--- src/rtl/osc_bank_pkg.sv ---
// Shared encodings for the time-multiplexed oscillator bank.
package osc_bank_pkg;

  localparam int DUTY_W = 8;

  typedef enum logic [1:0] {
    MODE_SAW    = 2'd0,
    MODE_PULSE  = 2'd1,
    MODE_TRI    = 2'd2,
    MODE_RAMPDN = 2'd3
  } mode_e;

  typedef enum logic [1:0] {
    ST_IDLE  = 2'd0,
    ST_ACC   = 2'd1,
    ST_FLUSH = 2'd2
  } state_e;

endpackage

--- src/rtl/osc_shaper.sv ---
// Combinational waveform shaper: phase MSBs + mode + duty -> offset-binary sample.
// Only the top OSZ+1 phase bits matter, so only those are brought in.
module osc_shaper
  import osc_bank_pkg::*;
#(
  parameter int OSZ = 12
) (
  input  logic [OSZ:0]        phase_msb,
  input  logic [1:0]          mode,
  input  logic [DUTY_W-1:0]   duty,
  output logic [OSZ-1:0]      sample
);

  // Map a phase to a sample; pulse compares the top DUTY_W phase bits to duty.
  function automatic logic [OSZ-1:0] shape(input logic [OSZ:0] p,
                                           input logic [1:0] m,
                                           input logic [DUTY_W-1:0] d);
    logic [OSZ-1:0] h;
    h = p[OSZ-1:0];
    case (mode_e'(m))
      MODE_SAW:    shape = p[OSZ -: OSZ];
      MODE_RAMPDN: shape = ~p[OSZ -: OSZ];
      MODE_TRI:    shape = p[OSZ] ? ~h : h;
      MODE_PULSE:  shape = (p[OSZ -: DUTY_W] < d) ? '1 : '0;
      default:     shape = '0;
    endcase
  endfunction

  // Pure combinational lookup.
  always_comb begin
    sample = shape(phase_msb, mode, duty);
  end

endmodule

--- src/rtl/osc_bank_tdm.sv ---
// Multi-channel NCO bank: one shared accumulator/shaper walks all channels per
// frame, staging samples so dac_out and wrap update together in one clock.
module osc_bank_tdm
  import osc_bank_pkg::*;
#(
  parameter int NUM_CH = 4,
  parameter int PSZ    = 24,
  parameter int OSZ    = 12
) (
  input  logic                     clk,
  input  logic                     reset_n,
  input  logic                     ena,
  input  logic [NUM_CH*PSZ-1:0]    frq,
  input  logic [NUM_CH*2-1:0]      mode,
  input  logic [NUM_CH*DUTY_W-1:0] duty,
  input  logic [NUM_CH-1:0]        sync_en,
  input  logic                     ovr_clr,
  output logic [NUM_CH*OSZ-1:0]    dac_out,
  output logic                     done,
  output logic                     busy,
  output logic [NUM_CH-1:0]        wrap,
  output logic                     overrun
);

  localparam int CH_W = (NUM_CH > 1) ? $clog2(NUM_CH) : 1;

  state_e              state, state_nxt;
  logic                start, acc_en, last_ch;
  logic [CH_W-1:0]     ch, ch_prev;

  logic [PSZ-1:0]      frq_arr  [NUM_CH];
  logic [1:0]          mode_arr [NUM_CH];
  logic [DUTY_W-1:0]   duty_arr [NUM_CH];

  logic [PSZ-1:0]      phase_mem [NUM_CH];
  logic [NUM_CH-1:0]   wrap_acc;
  logic [PSZ-1:0]      sum, phase_new;
  logic                carry, sync_hit, wrap_new;

  logic [OSZ:0]        phase_p0;
  logic [1:0]          mode_p0;
  logic [DUTY_W-1:0]   duty_p0;
  logic [CH_W-1:0]     ch_p0;
  logic                vld_p0, last_p0;
  logic [OSZ-1:0]      sample_p0;

  logic [OSZ-1:0]      stage_p1 [NUM_CH];
  logic                last_p1;
  logic [NUM_CH*OSZ-1:0] dac_next;

  // Unpack the flat per-channel input buses.
  always_comb begin
    for (int i = 0; i < NUM_CH; i++) begin
      frq_arr[i]  = frq[i*PSZ +: PSZ];
      mode_arr[i] = mode[i*2 +: 2];
      duty_arr[i] = duty[i*DUTY_W +: DUTY_W];
    end
  end

  assign last_ch = (ch == CH_W'(NUM_CH - 1));

  // FSM state register.
  always_ff @(posedge clk or negedge reset_n) begin
    if (!reset_n) state <= ST_IDLE;
    else          state <= state_nxt;
  end

  // FSM next state; a frame may only start once the previous one has committed.
  always_comb begin
    state_nxt = state;
    start     = 1'b0;
    acc_en    = 1'b0;
    case (state)
      ST_IDLE: begin
        if (ena && !busy) begin
          start     = 1'b1;
          state_nxt = ST_ACC;
        end
      end
      ST_ACC: begin
        acc_en = 1'b1;
        if (last_ch) state_nxt = ST_FLUSH;
      end
      ST_FLUSH: state_nxt = ST_IDLE;
      default:  state_nxt = ST_IDLE;
    endcase
  end

  // Channel index, busy/overrun flags and the valid/last pipeline tags.
  always_ff @(posedge clk or negedge reset_n) begin
    if (!reset_n) begin
      ch      <= '0;
      busy    <= 1'b0;
      overrun <= 1'b0;
      vld_p0  <= 1'b0;
      last_p0 <= 1'b0;
      last_p1 <= 1'b0;
      done    <= 1'b0;
    end else begin
      if (start)       ch <= '0;
      else if (acc_en) ch <= last_ch ? '0 : ch + CH_W'(1);
      if (start)        busy <= 1'b1;
      else if (last_p1) busy <= 1'b0;
      if (ena && busy)  overrun <= 1'b1;
      else if (ovr_clr) overrun <= 1'b0;
      vld_p0  <= acc_en;
      last_p0 <= acc_en && last_ch;
      last_p1 <= last_p0;
      done    <= last_p1;
    end
  end

  // Shared accumulator; hard sync uses the previous channel's carry from this frame.
  always_comb begin
    ch_prev        = (ch == '0) ? '0 : ch - CH_W'(1);
    {carry, sum}   = {1'b0, phase_mem[ch]} + {1'b0, frq_arr[ch]};
    sync_hit       = (ch != '0) && sync_en[ch] && wrap_acc[ch_prev];
    phase_new      = sync_hit ? '0 : sum;
    wrap_new       = sync_hit ? 1'b0 : carry;
  end

  // ---- stage p0: accumulate, write back phase and per-channel carry ----
  // Phase store and in-frame carries, written at the active channel index.
  always_ff @(posedge clk or negedge reset_n) begin
    if (!reset_n) begin
      for (int i = 0; i < NUM_CH; i++) phase_mem[i] <= '0;
      wrap_acc <= '0;
    end else if (acc_en) begin
      phase_mem[ch] <= phase_new;
      wrap_acc[ch]  <= wrap_new;
    end
  end

  // Capture the updated phase and shaping controls for the shaper.
  always_ff @(posedge clk) begin
    if (acc_en) begin
      phase_p0 <= phase_new[PSZ-1 -: OSZ+1];
      mode_p0  <= mode_arr[ch];
      duty_p0  <= duty_arr[ch];
      ch_p0    <= ch;
    end
  end

  osc_shaper #(.OSZ(OSZ)) u_shaper (
    .phase_msb (phase_p0),
    .mode      (mode_p0),
    .duty      (duty_p0),
    .sample    (sample_p0)
  );

  // ---- stage p1: shaped samples staged per channel ----
  // Stage each channel's sample until the whole frame is ready.
  always_ff @(posedge clk) begin
    if (vld_p0) stage_p1[ch_p0] <= sample_p0;
  end

  // Flatten the staging array for the atomic output load.
  always_comb begin
    dac_next = '0;
    for (int i = 0; i < NUM_CH; i++) dac_next[i*OSZ +: OSZ] = stage_p1[i];
  end

  // ---- commit: all channel samples and carries update together ----
  // Atomic output load once the last channel has been staged.
  always_ff @(posedge clk or negedge reset_n) begin
    if (!reset_n) begin
      dac_out <= '0;
      wrap    <= '0;
    end else if (last_p1) begin
      dac_out <= dac_next;
      wrap    <= wrap_acc;
    end
  end

endmodule

--- config.mk ---
export PLATFORM = sky130hd
export DESIGN_NAME = osc_bank_tdm
export DESIGN_NICKNAME = d
export VERILOG_FILES = /design/src/rtl/osc_bank_pkg.sv /design/src/rtl/osc_shaper.sv /design/src/rtl/osc_bank_tdm.sv
export SDC_FILE = /design/constraint.sdc
export NUM_CORES = 1
export LEC_CHECK = 0
export ABC_AREA = 1
export ABC_CLOCK_PERIOD_IN_PS = 6250
export CAP_MARGIN = 5
export CORE_UTILIZATION = 39
export CTS_CLUSTER_SIZE = 30
export DETAILED_ROUTE_END_ITERATION = 12
export PLACE_DENSITY = 0.68
export REMOVE_ABC_BUFFERS = 1
export SKIP_CTS_REPAIR_TIMING = 1
export SLEW_MARGIN = 20
export SYNTH_ARGS = -nofsm -noshare
export SYNTH_HDL_FRONTEND = slang
export SYNTH_HIERARCHICAL = 1
export SYNTH_SLANG_ARGS = --single-unit
--- constraint.sdc ---
create_clock -name clk -period 6.25 [get_ports clk]
set_clock_uncertainty 0.05 [all_clocks]
set_input_delay 1.25 -clock clk [delete_from_list [all_inputs] [get_ports clk]]
set_output_delay 1.25 -clock clk [all_outputs]
set_load 0.01 [all_outputs]
==> out/qor.yml, run 1 <==
outcome: "completed"
cts_buffer_depth: 3
cp.required_ns: 6.47
start_kind: "flip-flop"
wire_per_inst_um: 15.9
dr_wl_met3_mm: 1.53
overflow: 0
fp.dieW_um: 181
start_util_pct: 39.6
hold_class: "reg2reg"
synth_flop_cell: "dfrtp_1"
syn_to_final_growth_pct: 25.1
async_flop_share_pct: 68.9
gp_congestion: 0.915
grt_max_degree: 106
track_usage_pct: 19.9
finalMaxSlewViolations: 0
cp_max_fo: 50
htree_levels: 1
dr.pass1.iters: 5
die_h_um: 181
diodes: 0
wl_met2_mm: 16.5
synth_edf_count: 73
wirelength_mm: 32.6
netlist_area_um2: 12500
vias: 10700
dr.max_layer_used: "met4"
drv_cap: 0
slew_headroom_pct: 24.4
grt_pass1_wl_mm: 52.8
drt-initial-drc-count: 724
drive_gt1_share_pct: 10.1
cts_root_buf: "clkbuf_16"
cts_sinks: 235
final_cell_mix: "nand2_1, clkdlybuf4s50_1, nor2_1"
yosysWarnings: 6
hold_violations: 0
io_buffers: 198
finalCritPeriodShare_pct: 63.8
crit_path_end_kind: "flip-flop"
utilization_pct: 49.5
dp_hpwl_mm: 22.2
final_common_cell: "nand2_1"
dieArea_um2: 32800
synthCells: 1465
timing.rr.start: "ch[0]$_DFFE_PN0P_"
drt-vias-per-instance: 5.20
m1WireLength_mm: 14.0
synth.avg_cell_area_um2: 8.53
fin_nets: 1808
grt_pass1_vias: 10300
finalSetupViolations: 0
clk_latency_ns: 0.54
ys_seq_area_share_pct: 50.0
arrival_ns: 4.20
cts_tree: "yes"
clk_pin_slew_ns: 0.06
tns_ns: 0
critical_path_class: "reg2reg"
post-route-min-period_ns: 3.99
fmax_mhz: 251
drtAntennaViolNets: 0
drc: 0
rsz0062_at_grt: "no"
ys_ff_latch: 235
core_area_um2: 31600
antenna_found_initial: 0
pin_count: 199
hp-start: "last_p0$_DFF_PN0_"
worst_pin_slew_ns: 1.13
num_rows: 65
ys_types: 39
crit_start: "ch[0]$_DFFE_PN0P_"
numCtsBuffers: 25
metrics by stage:
| step | cells | setup WS [ns] | cell area [um^2] | hold WS, ns |
|---|---|---|---|---|
| floorplan | 1389 | 1.00 | 12100 | 0.281 |
| global placement | 2002 | 2.41 | 14700 | 0.286 |
| detailed placement | 2002 | 2.33 | 14700 | 0.294 |
| CTS | 2048 | 2.31 | 15600 | 0.308 |
| global route | 2048 | 1.98 | 15600 | 0.317 |
| finish | 2048 | 2.26 | 15600 | 0.306 |
metal layers:
layer / GRT usage (%) / up-vias
li1: - / 5234
met1: 25.3 / 5048
met2: 35.6 / 319
met3: 2.56 / 54
met4: 5.22 / 0
met5: 0 / -
layout make-up:
cell class	count	area, um^2
Sequential cell	235	6250
Multi-Input combinational cell	1045	5490
Inverter	109	410
Fill cell	2932	15900
Clock buffer	33	686
Clock inverter	13	209
Tap cell	402	503
Timing Repair Buffer	211	2080
cells in the mapped netlist, drive strengths merged (6+ instances only):
cell type | n | area (um^2)
o22ai | 60 | 382
buf | 35 | 198
mux2 | 52 | 586
nand4 | 33 | 206
nand3b | 6 | 45.0
ha | 36 | 450
or2 | 9 | 56.3
edfxtp | 73 | 2190
o21ai | 191 | 956
nand3 | 43 | 310
nor2 | 202 | 796
a21oi | 39 | 236
inv | 109 | 409
clkbuf | 41 | 155
dfrtp | 162 | 4050
nand2 | 360 | 1360
nor3 | 8 | 45.0
worst max-delay path, cell delays in order (launching register included):
cell and delay, ns:
dfrtp_4 0.73, clkinv_2 0.54, buf_4 0.47, o21ai_0 0.21, o22ai_1 0.10, ha_1 0.40, nand2_1 0.12, nand3_1 0.21
nand2_1 0.14, nand2_2 0.14, nand2_1 0.12, nand4_1 0.20, nand2_1 0.16, nor2_1 0.07
sequential cells by signal, indices dropped and copies added (netlist names), 2 cells and up:
signal     count
ch_p0          2
mode_p0        2
ch             2
dac_out       48
phase_p0      13
duty_p0        8
wrap           4
wrap_acc       4
state          2
stage_p1      48
phase_mem     96
worst paths after layout:
kind	cells past startpoint	end	slack, ns
max reg2reg	13	phase_p0[12]$_DFFE_PP_	2.26
min in group asynchronous	1	dac_out[35]$_DFFE_PN0P_	0.76
max	13	phase_p0[12]$_DFFE_PP_	2.26
min	0	last_p1$_DFF_PN0_	0.31
max in group asynchronous	2	phase_mem[6]$_DFFE_PN0P_	3.96
min reg2reg	0	last_p1$_DFF_PN0_	0.31
cells by family after synthesis:
kind of cell	after synthesis	synth area share, %
multiplexers	52	4.69
flip-flops	235	50.0
AO/OA/AOI/OAI	293	12.8
XOR/XNOR	1	0.0701
buffers and inverters	185	6.10
adder cells (fa/ha/maj)	37	3.77
AND/OR/NAND/NOR	662	22.6
Power of run 1 is left out: the tool's default activity adds up to more than one toggle a clock period on the data nets, which glitch-free logic cannot reach.
==> run 2: changes to the inputs <==
--- a/config.mk
+++ b/config.mk
@@ -6,12 +6,12 @@
 export NUM_CORES = 1
 export LEC_CHECK = 0
 export ABC_AREA = 1
-export ABC_CLOCK_PERIOD_IN_PS = 6250
+export ABC_CLOCK_PERIOD_IN_PS = 3500
 export CAP_MARGIN = 5
 export CORE_UTILIZATION = 39
 export CTS_CLUSTER_SIZE = 30
 export DETAILED_ROUTE_END_ITERATION = 12
-export PLACE_DENSITY = 0.68
+export PLACE_DENSITY = 0.71
 export REMOVE_ABC_BUFFERS = 1
 export SKIP_CTS_REPAIR_TIMING = 1
 export SLEW_MARGIN = 20
==> constraint.sdc (replaced) <==
create_clock -name clk -period 3.5 [get_ports clk]
set_clock_uncertainty 0.05 [all_clocks]
set_input_delay 0.7 -clock clk [delete_from_list [all_inputs] [get_ports clk]]
set_output_delay 0.7 -clock clk [all_outputs]
set_load 0.01 [all_outputs]
==> out/qor.yml, run 2 (same netlist as run 1, synthesis figures left out) <==
track_usage_pct: 19.8  # -0.12 points
finalSetupViolations: 0  # unchanged
dp_hpwl_mm: 22.9  # +3.2%
fin_nets: 1828  # +1.1%
dieArea_um2: 32800  # unchanged
htree_levels: 1  # unchanged
clk_pin_slew_ns: 0.06  # about the same
start_kind: "flip-flop"
fp.dieW_um: 181  # unchanged
critical_path_class: "reg2reg"
r2r_setup_slack_ns: 0.29  # -1.97 ns
cp_max_fo: 29  # -42%
syn_to_final_growth_pct: 26.6
timing.rr.end: "phase_p0[12]$_DFFE_PP_"
io_buffers: 198  # unchanged
drive_gt1_share_pct: 11.0  # +0.83 points
cts_root_buf: "clkbuf_16"
arrival_ns: 3.44  # -0.76 ns
utilization_pct: 50.1  # +0.61 points
grt_pass1_wl_mm: 52.6  # -0.44%
hold_class: "in2async"
cts_buffer_depth: 3  # unchanged
wirelength_mm: 32.5  # -0.29%
final_cell_mix: "nand2_1, clkdlybuf4s50_1, nor2_1"
fmax_mhz: 312  # +24%
num_rows: 65  # unchanged
gp_congestion: 0.934  # +2.0%
dr.pass1.iters: 5  # unchanged
drt-initial-drc-count: 777  # +7.3%
outcome: "completed"
cts_sinks: 235  # unchanged
clk_latency_ns: 0.54  # about the same
overflow: 0  # unchanged
regMostFlops: "phase_mem"
final.fill_count: 2909  # -0.78%
diodes: 0  # unchanged
cts_tree: "yes"
rsz0062_at_grt: "no"
vias: 10700  # +0.76%
worst-r2r-cell-count: 15  # +2
numCtsBuffers: 26  # +4.0%
cp.required_ns: 3.73  # -2.74 ns
pin_count: 199  # unchanged
core_area_um2: 31600  # unchanged
finalMaxSlewViolations: 0  # unchanged
grt_pass1_vias: 10300  # -0.049%
start_util_pct: 39.6  # unchanged
grt_max_degree: 65  # -39%
slew_headroom_pct: 46.6  # +22 points
worst_pin_slew_ns: 0.802  # -0.328 ns
die_h_um: 181  # unchanged
antenna_found_initial: 0  # unchanged
post-route-min-period_ns: 3.21  # -0.779 ns
final_common_cell: "nand2_1"
largest_reg_flops: 96  # unchanged
reg_top3: "phase_mem: 96 flops, dac_out: 48 flops, stage_p1: 48 flops"
finalCritPeriodShare_pct: 91.6  # +28 points
drv_cap: 0  # unchanged
hold_violations: 0  # unchanged
drc: 0  # unchanged
wire_per_inst_um: 15.7  # -1.3%
drtAntennaViolNets: 0  # unchanged
drt-vias-per-instance: 5.19  # -0.26%
timing.rr.start: "ch[0]$_DFFE_PN0P_"
crit_path_end_kind: "flip-flop"
==> run 2: cell types whose count changed in the layout (fill, tap and decap cells not counted), moves of 2 or more <==
| cell | delta |
|---|---|
| buf_4 | +14 |
| clkinv_2 | -2 |
| buf_12 | +5 |
| bufinv_16 | -2 |
| clkbuf_1 | +3 |
| clkbuf_8 | +2 |
==> run 2: worst max-delay path, cell delays in order, from the launching register on <==
cell and delay [ns]:
dfrtp_4 0.52, clkinv_2 0.25, buf_4 0.34, o21ai_0 0.13, o22ai_1 0.26, ha_1 0.34, nand2_1 0.14, inv_1 0.06
nand2_1 0.06, nand2_1 0.08, inv_1 0.06, nand2_1 0.08, nand2_1 0.10, nand4_1 0.22, nand2_1 0.18, nor2_1 0.06
==> run 2: routing by layer <==
metal  track usage [%]  part of all wire (%)  vias up
li1                  -                     -     5284
met1              25.1                    44     5074
met2              35.9                    50      331
met3              2.14                   4.8       47
met4              4.71                   1.9        0
met5                 0                     0        -
==> run 2: metrics by stage <==
| stage | setup WS [ns] | hold slack [ns] | TNS [ns] | cells | cell area (um^2) |
|---|---|---|---|---|---|
| 2_1_floorplan | -1.75 | 0.281 | -172.51 | 1389 | 12100 |
| 3_3_place_gp | 0.206 | 0.284 | 0 | 2021 | 14900 |
| 3_5_place_dp | 0.173 | 0.291 | 0 | 2021 | 14900 |
| 4_1_cts | 0.274 | 0.124 | 0 | 2069 | 15800 |
| 5_1_grt | 0.0403 | 0.154 | 0 | 2069 | 15800 |
| 6_report | 0.293 | 0.0916 | 0 | 2069 | 15800 |
==> run 2: layout make-up <==
type	count	area [um^2]	share of cell area, %
multi-input cells	1045	5480	34.7
clock inverters	9	133	0.838
clock buffers	39	749	4.74
flip-flops and latches	235	6250	39.5
inverters	109	410	2.59
well taps	402	503	3.18
repair buffers	230	2290	14.4
==> run 2: how the worst max path moves through the flow <==
stage / start / endpoint / depth (start not counted)
3_5_place_dp: frq[48] / wrap_acc[2]$_DFFE_PN0P_ / 15
2_1_floorplan: ch[0]$_DFFE_PN0P_ / phase_p0[5]$_DFFE_PP_ / 13
6_report: ch[0]$_DFFE_PN0P_ / phase_p0[12]$_DFFE_PP_ / 15
5_1_grt: ch[0]$_DFFE_PN0P_ / phase_p0[12]$_DFFE_PP_ / 15
3_3_place_gp: frq[24] / wrap_acc[2]$_DFFE_PN0P_ / 15
4_1_cts: ch[0]$_DFFE_PN0P_ / phase_p0[12]$_DFFE_PP_ / 15
Power of run 2 is left out for the same reason.
